$ cat src/rtl/bpred_pkg.sv
// Shared definitions for the bimodal/gshare branch predictor: counter encodings
// and saturating step helpers.
package bpred_pkg;

  typedef enum logic [1:0] {
    SNT = 2'b00,
    WNT = 2'b01,
    WT  = 2'b10,
    ST  = 2'b11
  } ctr_e;

  localparam logic [1:0] CTR_RESET = WNT;

  function automatic logic [1:0] sat_inc(input logic [1:0] c);
    return (c == ST) ? c : c + 2'd1;
  endfunction

  function automatic logic [1:0] sat_dec(input logic [1:0] c);
    return (c == SNT) ? c : c - 2'd1;
  endfunction

endpackage

$ cat src/rtl/branch_predictor_sat_counter2.sv
// 2-bit saturating up/down counter with enable and synchronous reset; one per BHT entry.
module sat_counter2
  import bpred_pkg::*;
(
  input  logic       clk,
  input  logic       reset,
  input  logic       en,
  input  logic       up,
  output logic [1:0] value
);

  always_ff @(posedge clk) begin
    if (reset) begin
      value <= CTR_RESET;
    end else if (en) begin
      value <= up ? sat_inc(value) : sat_dec(value);
    end
  end

endmodule

$ cat src/rtl/branch_predictor.sv
// Branch history table of 2-bit counters with F->D prediction register and stats.
// Build option: define BPRED_GSHARE_EN to hash the fetch index with a global history register.
module branch_predictor
  import bpred_pkg::*;
#(
  parameter int unsigned IDX_BITS = 6,
  parameter int unsigned CNT_W    = 16
) (
  input  logic             clk,
  input  logic             reset,
  input  logic [31:0]      pcF,
  input  logic             stallD,
  input  logic             flushD,
  input  logic             branchD,
  input  logic             equalD,
  output logic             predTakenF,
  output logic             brbitD,
  output logic [CNT_W-1:0] branchCount,
  output logic [CNT_W-1:0] mispredCount
);

  localparam int unsigned ENTRIES = 2 ** IDX_BITS;

  logic [ENTRIES-1:0][1:0] bht;
  logic [IDX_BITS-1:0]     idx_pc;
  logic [IDX_BITS-1:0]     idxF;
  logic [IDX_BITS-1:0]     idxD;
  logic                    train;
  logic                    unused_pc_bits;

  assign idx_pc         = pcF[IDX_BITS+1:2];
  assign unused_pc_bits = ^{pcF[31:IDX_BITS+2], pcF[1:0]};
  assign train          = branchD & ~stallD;

`ifdef BPRED_GSHARE_EN
  logic [IDX_BITS-1:0] ghr;

  // History shifts only on real training updates, never on stalled cycles.
  always_ff @(posedge clk) begin
    if (reset) begin
      ghr <= '0;
    end else if (train) begin
      ghr <= {ghr[IDX_BITS-2:0], equalD};
    end
  end

  assign idxF = idx_pc ^ ghr;
`else
  assign idxF = idx_pc;
`endif

  // Each entry trains only when the resolving branch's index matches it.
  for (genvar i = 0; i < ENTRIES; i++) begin : g_bht
    sat_counter2 u_ctr (
      .clk   (clk),
      .reset (reset),
      .en    (train && (idxD == IDX_BITS'(i))),
      .up    (equalD),
      .value (bht[i])
    );
  end

  assign predTakenF = bht[idxF][1];

  // F->D register: stall holds, flush clears.
  always_ff @(posedge clk) begin
    if (reset) begin
      brbitD <= 1'b0;
      idxD   <= '0;
    end else if (stallD) begin
      brbitD <= brbitD;
      idxD   <= idxD;
    end else if (flushD) begin
      brbitD <= 1'b0;
      idxD   <= '0;
    end else begin
      brbitD <= predTakenF;
      idxD   <= idxF;
    end
  end

  always_ff @(posedge clk) begin
    if (reset) begin
      branchCount  <= '0;
      mispredCount <= '0;
    end else if (train) begin
      if (branchCount != '1) begin
        branchCount <= branchCount + CNT_W'(1);
      end
      if ((equalD != brbitD) && (mispredCount != '1)) begin
        mispredCount <= mispredCount + CNT_W'(1);
      end
    end
  end

endmodule

$ cat config.mk
export PLATFORM = sky130hd
export DESIGN_NAME = branch_predictor
export DESIGN_NICKNAME = d
export VERILOG_FILES = /design/src/rtl/bpred_pkg.sv /design/src/rtl/branch_predictor_sat_counter2.sv /design/src/rtl/branch_predictor.sv
export SDC_FILE = /design/constraint.sdc
export NUM_CORES = 1
export LEC_CHECK = 0
export CAP_MARGIN = 25
export CELL_PAD_IN_SITES_DETAIL_PLACEMENT = 0
export CELL_PAD_IN_SITES_GLOBAL_PLACEMENT = 1
export CORE_ASPECT_RATIO = 0.8
export CORE_MARGIN = 2
export CORE_UTILIZATION = 32
export DETAILED_ROUTE_END_ITERATION = 12
export DONT_BUFFER_PORTS = 1
export HOLD_SLACK_MARGIN = 0.06
export PLACE_DENSITY_LB_ADDON = 0.1
export SLEW_MARGIN = 20
export SYNTH_ARGS = -nofsm -noshare
export SYNTH_HDL_FRONTEND = slang
export SYNTH_SLANG_ARGS = --single-unit
$ cat constraint.sdc
create_clock -name clk -period 3.7 [get_ports clk]
set_input_delay 0.37 -clock clk [delete_from_list [all_inputs] [get_ports clk]]
set_output_delay 0.37 -clock clk [all_outputs]
set_load 0.05 [all_outputs]
==> results of run 1 <==
==> flip-flops by register name, summed over array words and instances, names as in the netlist <==
register / count
brbitD: 1
branchCount: 16
mispredCount: 16
g_bht.u_ctr.value: 128
idxD: 6
==> metal layers <==
| metal | up-vias | wire [µm] | global-route usage [%] |
|---|---|---|---|
| met3 | 17 | 910 | 3.45 |
| met4 | 0 | 257 | 4.80 |
| li1 | 3805 | - | - |
| met1 | 3617 | 12200 | 23.7 |
| met2 | 112 | 9700 | 25.0 |
| met5 | - | 0 | 0 |
==> cell type report <==
type	count	area, µm²
Clock buffer	20	467
Clock inverter	12	120
Fill cell	2704	16900
Inverter	8	30.0
Multi-Input combinational cell	799	5010
Sequential cell	167	3340
Tap cell	357	447
Timing Repair Buffer	14	135
==> worst paths after layout <==
kind                                    to  slack, ns  cells after the start
hold / removal                     idxD[2]       0.09                      2
setup reg to reg           branchCount[13]       1.21                      6
hold reg to reg   g_bht[56].u_ctr.value[1]       0.48                      2
setup / recovery                predTakenF       1.15                      4
==> power by group <==
part	leakage [nW]	internal [mW]	switching [mW]
Sequential	1.35	1.83	0.0475
Combinational	1.58	0.0823	0.111
Clock	0.271	0.989	0.814
==> cell usage in the layout, fill, tap and decap left out, drive strengths merged, types with 4 or more instances in the layout <==
cell         synthesis  routed
nand4                5       5
or4                  7       7
nand3               10      10
clkinv               1       5
mux4                15      15
xor2                 4       4
inv                  7       9
a211oi               7       7
and3                65      65
clkbuf              64      20
nor2b                5       5
a211o               62      62
o21ai              135     135
nand2b               5       5
nor2                94      94
a22oi                5       5
nor4b                5       5
o31ai                6       6
nand2               80      80
clkinvlp             0       5
mux2i                7       7
and4                 5       5
a21oi               88      88
nor3                61      61
or3                  7       7
xnor2               15      15
and2                 4       4
dfxtp              167     167
a21o                64      64
dlygate4sd3          0       4
nor3b                8       8
buf                 13      10
==> logic make-up (layout without fill, tap and decap cells) <==
group,count (synthesis),in the layout,synth area share [%]
XOR/XNOR,19,19,1.92
AND/OR/NAND/NOR,371,371,22.6
multiplexers,24,24,4.96
flip-flops,167,167,38.5
buffers and inverters,85,54,3.92
AO/OA/AOI/OAI,383,383,27.8
adder cells (fa/ha/maj),2,2,0.288
==> timing repair <==
item                                   4_1_cts  5_1_grt
endpoints found under the hold margin      163        0
buffers inserted                             0        0
hold buffers                                 5        0
==> critical path, stage by stage (launching register included) <==
cell and delay [ns]:
dfxtp_1 0.41, mux4_2 0.32, mux2i_1 0.10, a221oi_1 0.30, a32o_1 0.60
==> through the flow <==
step | worst slack [ns] | hold slack [ns] | cells | utilization (%)
after floorplan | 1.33 | 0.454 | 1051 | -
after global placement | 1.24 | 0.462 | 1340 | 33.6
after detailed placement | 1.26 | 0.469 | 1340 | 33.6
after CTS | 1.12 | 0.0605 | 1377 | 36.1
after global routing | 1.03 | 0.0942 | 1377 | 36.1
final | 1.15 | 0.0903 | 1377 | 36.1
==> reports/metrics.yaml, run 1 <==
run_status: "finished, final reports clean"
synth_flop_cell: "dfxtp_1"
dieHeight_um: 151
area_delta_synth_final_pct: 10.1
yosys.area.top_type: "dfxtp_1"
num_antenna_cells: 0
dp_hpwl_um: 13400
finalCriticalPeriod_ns: 2.55
rsz0062_at_grt: "no"
initial_core_util_pct: 32.8
synthesis.area_um2: 8670
cts_root_buf: "clkbuf_16"
fin_total_pwr_mw: 3.87
coreArea_um2: 26500
track_usage_pct: 16.6
synthArstFlopShare_pct: 0
clock-sinks: 167
crit_type: "reg -> out"
synth.area.top_cells: "dfxtp_1 39%, o21ai_0 7.8%, a211o_1 6.3%"
relSlewSlack_pct: 41.3
synth-seq-area-share_pct: 38.5
drt_iter0_drc: 564
yosysTopAreaCellShare_pct: 38.5
worst_slew_pin_slew_ns: 0.873
synth_nets: 1091
first_pass_iters: 5
hold_path.class: "in -> reg"
antenna_found_initial: 0
worstPathMaxFanout: 5
fin_tns_setup_ns: 0
clock_skew_ns: 0.0108
wl_per_cell_um: 16.7
clk_pin_slew_ns: 0.07
synth_edf_count: 0
synth_most_common_cell: "dfxtp_1"
gr-total-overflow: 0
cts_buffer_depth: 2
numCtsBuffers: 17
via_per_inst: 5.48
cts_tree: "built"
synth_common_cells: "167 x dfxtp_1, 135 x o21ai_0, 94 x nor2_1"
post_cts_resized: 0
finalWirelength_um: 23000
final_area_um2: 9550
fin_crit_sh_pct: 68.8
drv_slew: 0
clk_latency_ns: 0.44
die_x_um: 188
die_area_um2: 28400
dpl_cell_area_um2: 8900
max_cap_violations: 0
synth.avg_cell_area_um2: 8.25
required_ns: 3.33
critPathLaunchType: "flip-flop"
nets: 1047
port-buffer-count: 0
grt_pass1_vias: 6747
ctsHtreeMaxLevel: 4
gp_congestion: 0.689
peakVddDrop_uv: 315
startpoint: "g_bht[47].u_ctr.value[1]"
setup_viol: 0
cp.arrival_ns: 2.18
power_density_nw_per_um2: 405
yosysWarnings: 0
syn_inst: 1051
rows: 53
critPathCaptureType: "primary output"
drc: 0
r2r-start: "branchCount[0]"
layout-drive-gt1-share_pct: 7.35
timing.fmax_ghz: 0.393
grt_pass1_wl_um: 37200
drtAntennaViolNets: 0
min-delay-start: "pcF[4]"
vias: 7551
yosysUniqueCellTypes: 55
hold_viol: 0
leakage_nw: 3.20
ys_seq_elements: 167
pin_count: 72
grt_max_degree: 258
Power figures use the tool's default switching activity.
==> run 2, diff against run 1 <==
==> constraint.sdc (replaced) <==
create_clock -name clk -period 2.7 [get_ports clk]
set_input_delay 0.27 -clock clk [delete_from_list [all_inputs] [get_ports clk]]
set_output_delay 0.27 -clock clk [all_outputs]
set_load 0.05 [all_outputs]
==> reports/metrics.yaml, run 2 (same netlist as run 1, synthesis figures left out) <==
first_pass_iters: 5
pin_count: 72
largest_registers: "g_bht.u_ctr.value x128, branchCount x16, mispredCount x16"
required_ns: 3.03
crit_type: "reg -> reg"
wl_per_cell_um: 16.6
cts_hold_buf: 42
finalWirelength_um: 24000
post_cts_resized: 0
drc: 0
gr-total-overflow: 0
cts_root_buf: "clkbuf_16"
r2r_cells: 6
drv_slew: 0
min_to: "g_bht[51].u_ctr.value[1]"
num_antenna_cells: 0
cp_top_family: "flip-flops"
hold_viol: 0
critPathCaptureType: "flip-flop"
clk_pin_slew_ns: 0.07
numCtsBuffers: 17
max_cap_violations: 0
run_status: "finished, final reports clean"
timing.fmax_ghz: 0.398
gp_congestion: 0.735
rows: 53
vias: 7745
dp_hpwl_um: 13700
cts_buffer_depth: 2
dpl_cell_area_um2: 9140
r2r_end: "branchCount[8]"
slowest_delay_ns: 0.70
final_cell_mix: "167 x dfxtp_1, 135 x o21ai_0, 94 x nor2_1"
via_per_inst: 5.36
min_delay_path_depth: 2
coreArea_um2: 26500
drt_iter0_drc: 544
largest_reg_flops: 128
dp_slack_ns: 0.495
setup_viol: 0
clock_skew_ns: 0.0116
worstPathMaxFanout: 6
final_area_um2: 10200
relSlewSlack_pct: 54.9
grt_max_degree: 258
rrSetupSlack_ns: 0.19
power_density_nw_per_um2: 533
cts_tree: "built"
r2r-start: "branchCount[2]"
cp_num_buf_inv: 1
die_x_um: 188
clock-sinks: 167
finalCriticalPeriod_ns: 2.51
worst_slew_pin_slew_ns: 0.676
rsz0062_at_grt: "no"
peakVddDrop_uv: 449
fin_crit_sh_pct: 93.1
grt_pass1_vias: 6963
area_delta_synth_final_pct: 17.4
crit_slowest_cell: "dfxtp_1"
grt_pass1_wl_um: 38200
layout_commonest_cell: "dfxtp_1"
initial_core_util_pct: 32.8
top_register: "g_bht.u_ctr.value"
dieHeight_um: 151
leakage_nw: 3.64
track_usage_pct: 17.1
antenna_found_initial: 0
critPathLaunchType: "flip-flop"
cp_cell_sequence: "and2_1 > nand4_1 > a211oi_1 > xnor2_1 > nor2_1 > dlygate4sd3_1"
die_area_um2: 28400
nets: 1116
clk_latency_ns: 0.44
fin_ws_ns: 0.187
cp.arrival_ns: 2.85
port-buffer-count: 0
ctsHtreeMaxLevel: 4
layout-drive-gt1-share_pct: 9.83
drtAntennaViolNets: 0
post_cts_buffers: 0
min-delay-start: "equalD"
fin_tns_setup_ns: 0
hold_path.class: "in -> reg"
## run 2: changes by cell type in the layout (fill, tap and decap cells not counted), moves of 2 or more
cell / before / now
dlygate4sd3_1: 4 / 41
buf_4: 9 / 41
inv_6: 2 / 5
clkbuf_8: 3 / 1
clkinvlp_4: 5 / 3
## run 2: layout make-up
cell class / count / area, µm²
clock buffers: 18 / 439
clock inverters: 14 / 164
fillers: 2649 / 16300
inverters: 8 / 30.0
multi-input cells: 799 / 5010
flip-flops and latches: 167 / 3340
well taps: 357 / 447
repair buffers: 83 / 746
## run 2: worst max path at each step
| stage | end | cells after the start | start |
|---|---|---|---|
| floorplan | branchCount[9] | 7 | branchCount[0] |
| global placement | branchCount[13] | 5 | branchCount[2] |
| detailed placement | branchCount[13] | 5 | branchCount[2] |
| CTS | branchCount[8] | 6 | branchCount[2] |
| global route | branchCount[8] | 6 | branchCount[2] |
| finish | branchCount[8] | 6 | branchCount[2] |
## run 2: worst reg2reg max path, stage by stage (launching register included)
cell	delay, ns
dfxtp_1	0.70
and2_1	0.31
nand4_1	0.28
a211oi_1	0.37
xnor2_1	0.15
nor2_1	0.05
dlygate4sd3_1	0.54
## run 2: power by group
group	switching, mW	internal [mW]	total (mW)	leakage, nW
combinational	0.170	0.137	0.307	2.00
clock	1.15	1.41	2.57	0.286
sequential	0.0472	2.50	2.55	1.35
## run 2: routing by layer
metal	routed length, µm	global-route usage (%)	vias to the layer above
li1	-	-	3938
met1	12900	24.6	3716
met2	10000	25.9	78
met3	768	3.41	13
met4	226	4.41	0
met5	0	0	-
## run 2: through the flow
stage / instances / utilization, % / power, mW / hold slack, ns
CTS: 1446 / 38.5 / 5.51 / 0.0784
global placement: 1372 / 34.5 / 2.85 / 0.360
floorplan: 1051 / - / 2.88 / 0.414
finish: 1446 / 38.5 / 5.43 / 0.120
detailed placement: 1372 / 34.5 / 2.85 / 0.361
global route: 1446 / 38.5 / 5.62 / 0.104
==> run 3, diff against run 2 <==
--- a/config.mk
+++ b/config.mk
@@ -15,6 +15,7 @@
 export DONT_BUFFER_PORTS = 1
 export HOLD_SLACK_MARGIN = 0.06
 export PLACE_DENSITY_LB_ADDON = 0.1
+export REMOVE_ABC_BUFFERS = 1
 export SLEW_MARGIN = 20
 export SYNTH_ARGS = -nofsm -noshare
 export SYNTH_HDL_FRONTEND = slang
==> reports/metrics.yaml, run 3 (same netlist as run 1, synthesis figures left out) <==
run_status: "finished, final reports clean"
final_cell_mix: "164 x dfxtp_1, 135 x o21ai_0, 94 x nor2_1"
clk_pin_slew_ns: 0.07
fin_tns_setup_ns: 0
cts_root_buf: "clkbuf_16"
multi_input_area_um2: 5020
power.switching_mw: 1.28
peakVddDrop_uv: 390
min_delay_path_depth: 2
r2r_end: "branchCount[2]"
largest_registers: "g_bht.u_ctr.value x128, branchCount x16, mispredCount x16"
dieHeight_um: 151
fin_total_pwr_mw: 5.68
cts_tree: "built"
pwr-share-seq_pct: 44.9
via_per_inst: 5.37
ctsHtreeMaxLevel: 4
initial_core_util_pct: 32.8
numCtsBuffers: 17
switching_share_pct: 22.6
rows: 53
rsz0062_at_grt: "no"
setup_viol: 0
drtAntennaViolNets: 0
critPathCaptureType: "flip-flop"
min-delay-start: "equalD"
cp.arrival_ns: 2.90
drv_slew: 0
timing.fmax_ghz: 0.389
gp_congestion: 0.727
leakage_nw: 3.72
fillers: 2697
num_antenna_cells: 0
crit_type: "reg -> reg"
power_frac_clock_pct: 49.7
layout-drive-gt1-share_pct: 10.7
grt_pass1_vias: 6989
worst_slew_pin_slew_ns: 0.838
area_delta_synth_final_pct: 19.2
vias: 7820
clk_latency_ns: 0.44
clock_skew_ns: 0.0118
layout_commonest_cell: "dfxtp_1"
dp_hpwl_um: 13700
r2r_cells: 5
largest_reg_flops: 128
hold_viol: 0
drc: 0
fin_crit_sh_pct: 95.3
cts_buffer_depth: 2
die_x_um: 188
required_ns: 3.03
track_usage_pct: 16.8
final_cells: 1456
max_cap_violations: 0
wl_per_cell_um: 16.4
place_inst: 1378
top_register: "g_bht.u_ctr.value"
clock-sinks: 167
finalCriticalPeriod_ns: 2.57
rrSetupSlack_ns: 0.13
grt_pass1_wl_um: 37900
critPathLaunchType: "flip-flop"
worstPathMaxFanout: 6
die_area_um2: 28400
relSlewSlack_pct: 44.0
r2r-start: "branchCount[6]"
seq_area_um2: 3350
coreArea_um2: 26500
antenna_found_initial: 0
internal_power_mw: 4.40
nets: 1127
grt_max_degree: 258
drt_iter0_drc: 557
min_to: "g_bht[32].u_ctr.value[1]"
comb_power_share_pct: 5.4
hold_path.class: "in -> reg"
port-buffer-count: 0
pin_count: 72
power_density_nw_per_um2: 550
first_pass_iters: 5
gr-total-overflow: 0
finalWirelength_um: 23900
-- run 3: changes by cell type in the layout (fill, tap and decap cells not counted), moves of 2 or more --
cell / delta
dfxtp_1: -3
clkinvlp_4: -2
dfxtp_2: +3
bufinv_16: +4
inv_6: -5
buf_4: +9
clkbuf_1: +2
-- run 3: area by class of cell --
class / count / area share, %
timing repair buffer: 93 / 7.96
multi-input combinational: 800 / 48.6
clock inverter: 11 / 2.15
clock buffer: 20 / 4.32
sequential: 167 / 32.4
tap: 357 / 4.32
inverter: 8 / 0.290
-- run 3: worst max path at each step --
stage | start | endpoint | slack (ns)
floorplan | idxD[5] | g_bht[10].u_ctr.value[0] | 0.20
global placement | branchCount[6] | branchCount[10] | 0.56
detailed placement | branchCount[0] | branchCount[15] | 0.58
CTS | branchCount[0] | branchCount[9] | 0.04
global route | branchCount[0] | branchCount[9] | 0.01
finish | branchCount[6] | branchCount[2] | 0.13
-- run 3: per-layer routing --
metal / share of wire (%) / track usage, % / vias to the layer above
li1: - / - / 3960
met1: 52 / 24.3 / 3741
met4: 1.1 / 4.69 / 0
met5: 0 / 0 / -
met3: 3.2 / 3.34 / 16
met2: 43 / 25.4 / 103
-- run 3: worst max-delay path, stage by stage (launching register included) --
cell and delay [ns]:
dfxtp_1 0.75, nand4_1 0.39, o311ai_0 0.54, xor2_1 0.18, nor2_1 0.05, dlygate4sd3_1 0.55
-- run 3: metrics by stage --
| step | setup WS, ns | instance area (µm²) | util [%] | hold WS (ns) |
|---|---|---|---|---|
| global route | 0.0131 | 10300 | 39.1 | 0.0687 |
| finish | 0.126 | 10300 | 39.1 | 0.0794 |
| floorplan | 0.201 | 8360 | - | 0.339 |
| global placement | 0.559 | 9180 | 34.7 | 0.358 |
| detailed placement | 0.585 | 9180 | 34.7 | 0.357 |
| CTS | 0.0375 | 10300 | 38.9 | 0.0714 |
-- run 3: power groups by stage --
| stage | Combinational, mW | Clock, mW | Sequential (mW) |
|---|---|---|---|
| after floorplan | 0.169 | 0 | 2.61 |
| after global placement | 0.245 | 0 | 2.61 |
| after detailed placement | 0.246 | 0 | 2.60 |
| after CTS | 0.309 | 2.91 | 2.55 |
| after global routing | 0.342 | 3.02 | 2.56 |
| final | 0.308 | 2.83 | 2.55 |
-- run 3: repair_timing --
action	in CTS	in global routing
hold buffers	42	1
hold endpoints to repair	167	1
endpoints found under the setup margin	0	4
setup buffers	0	3
gates resized for setup	0	6
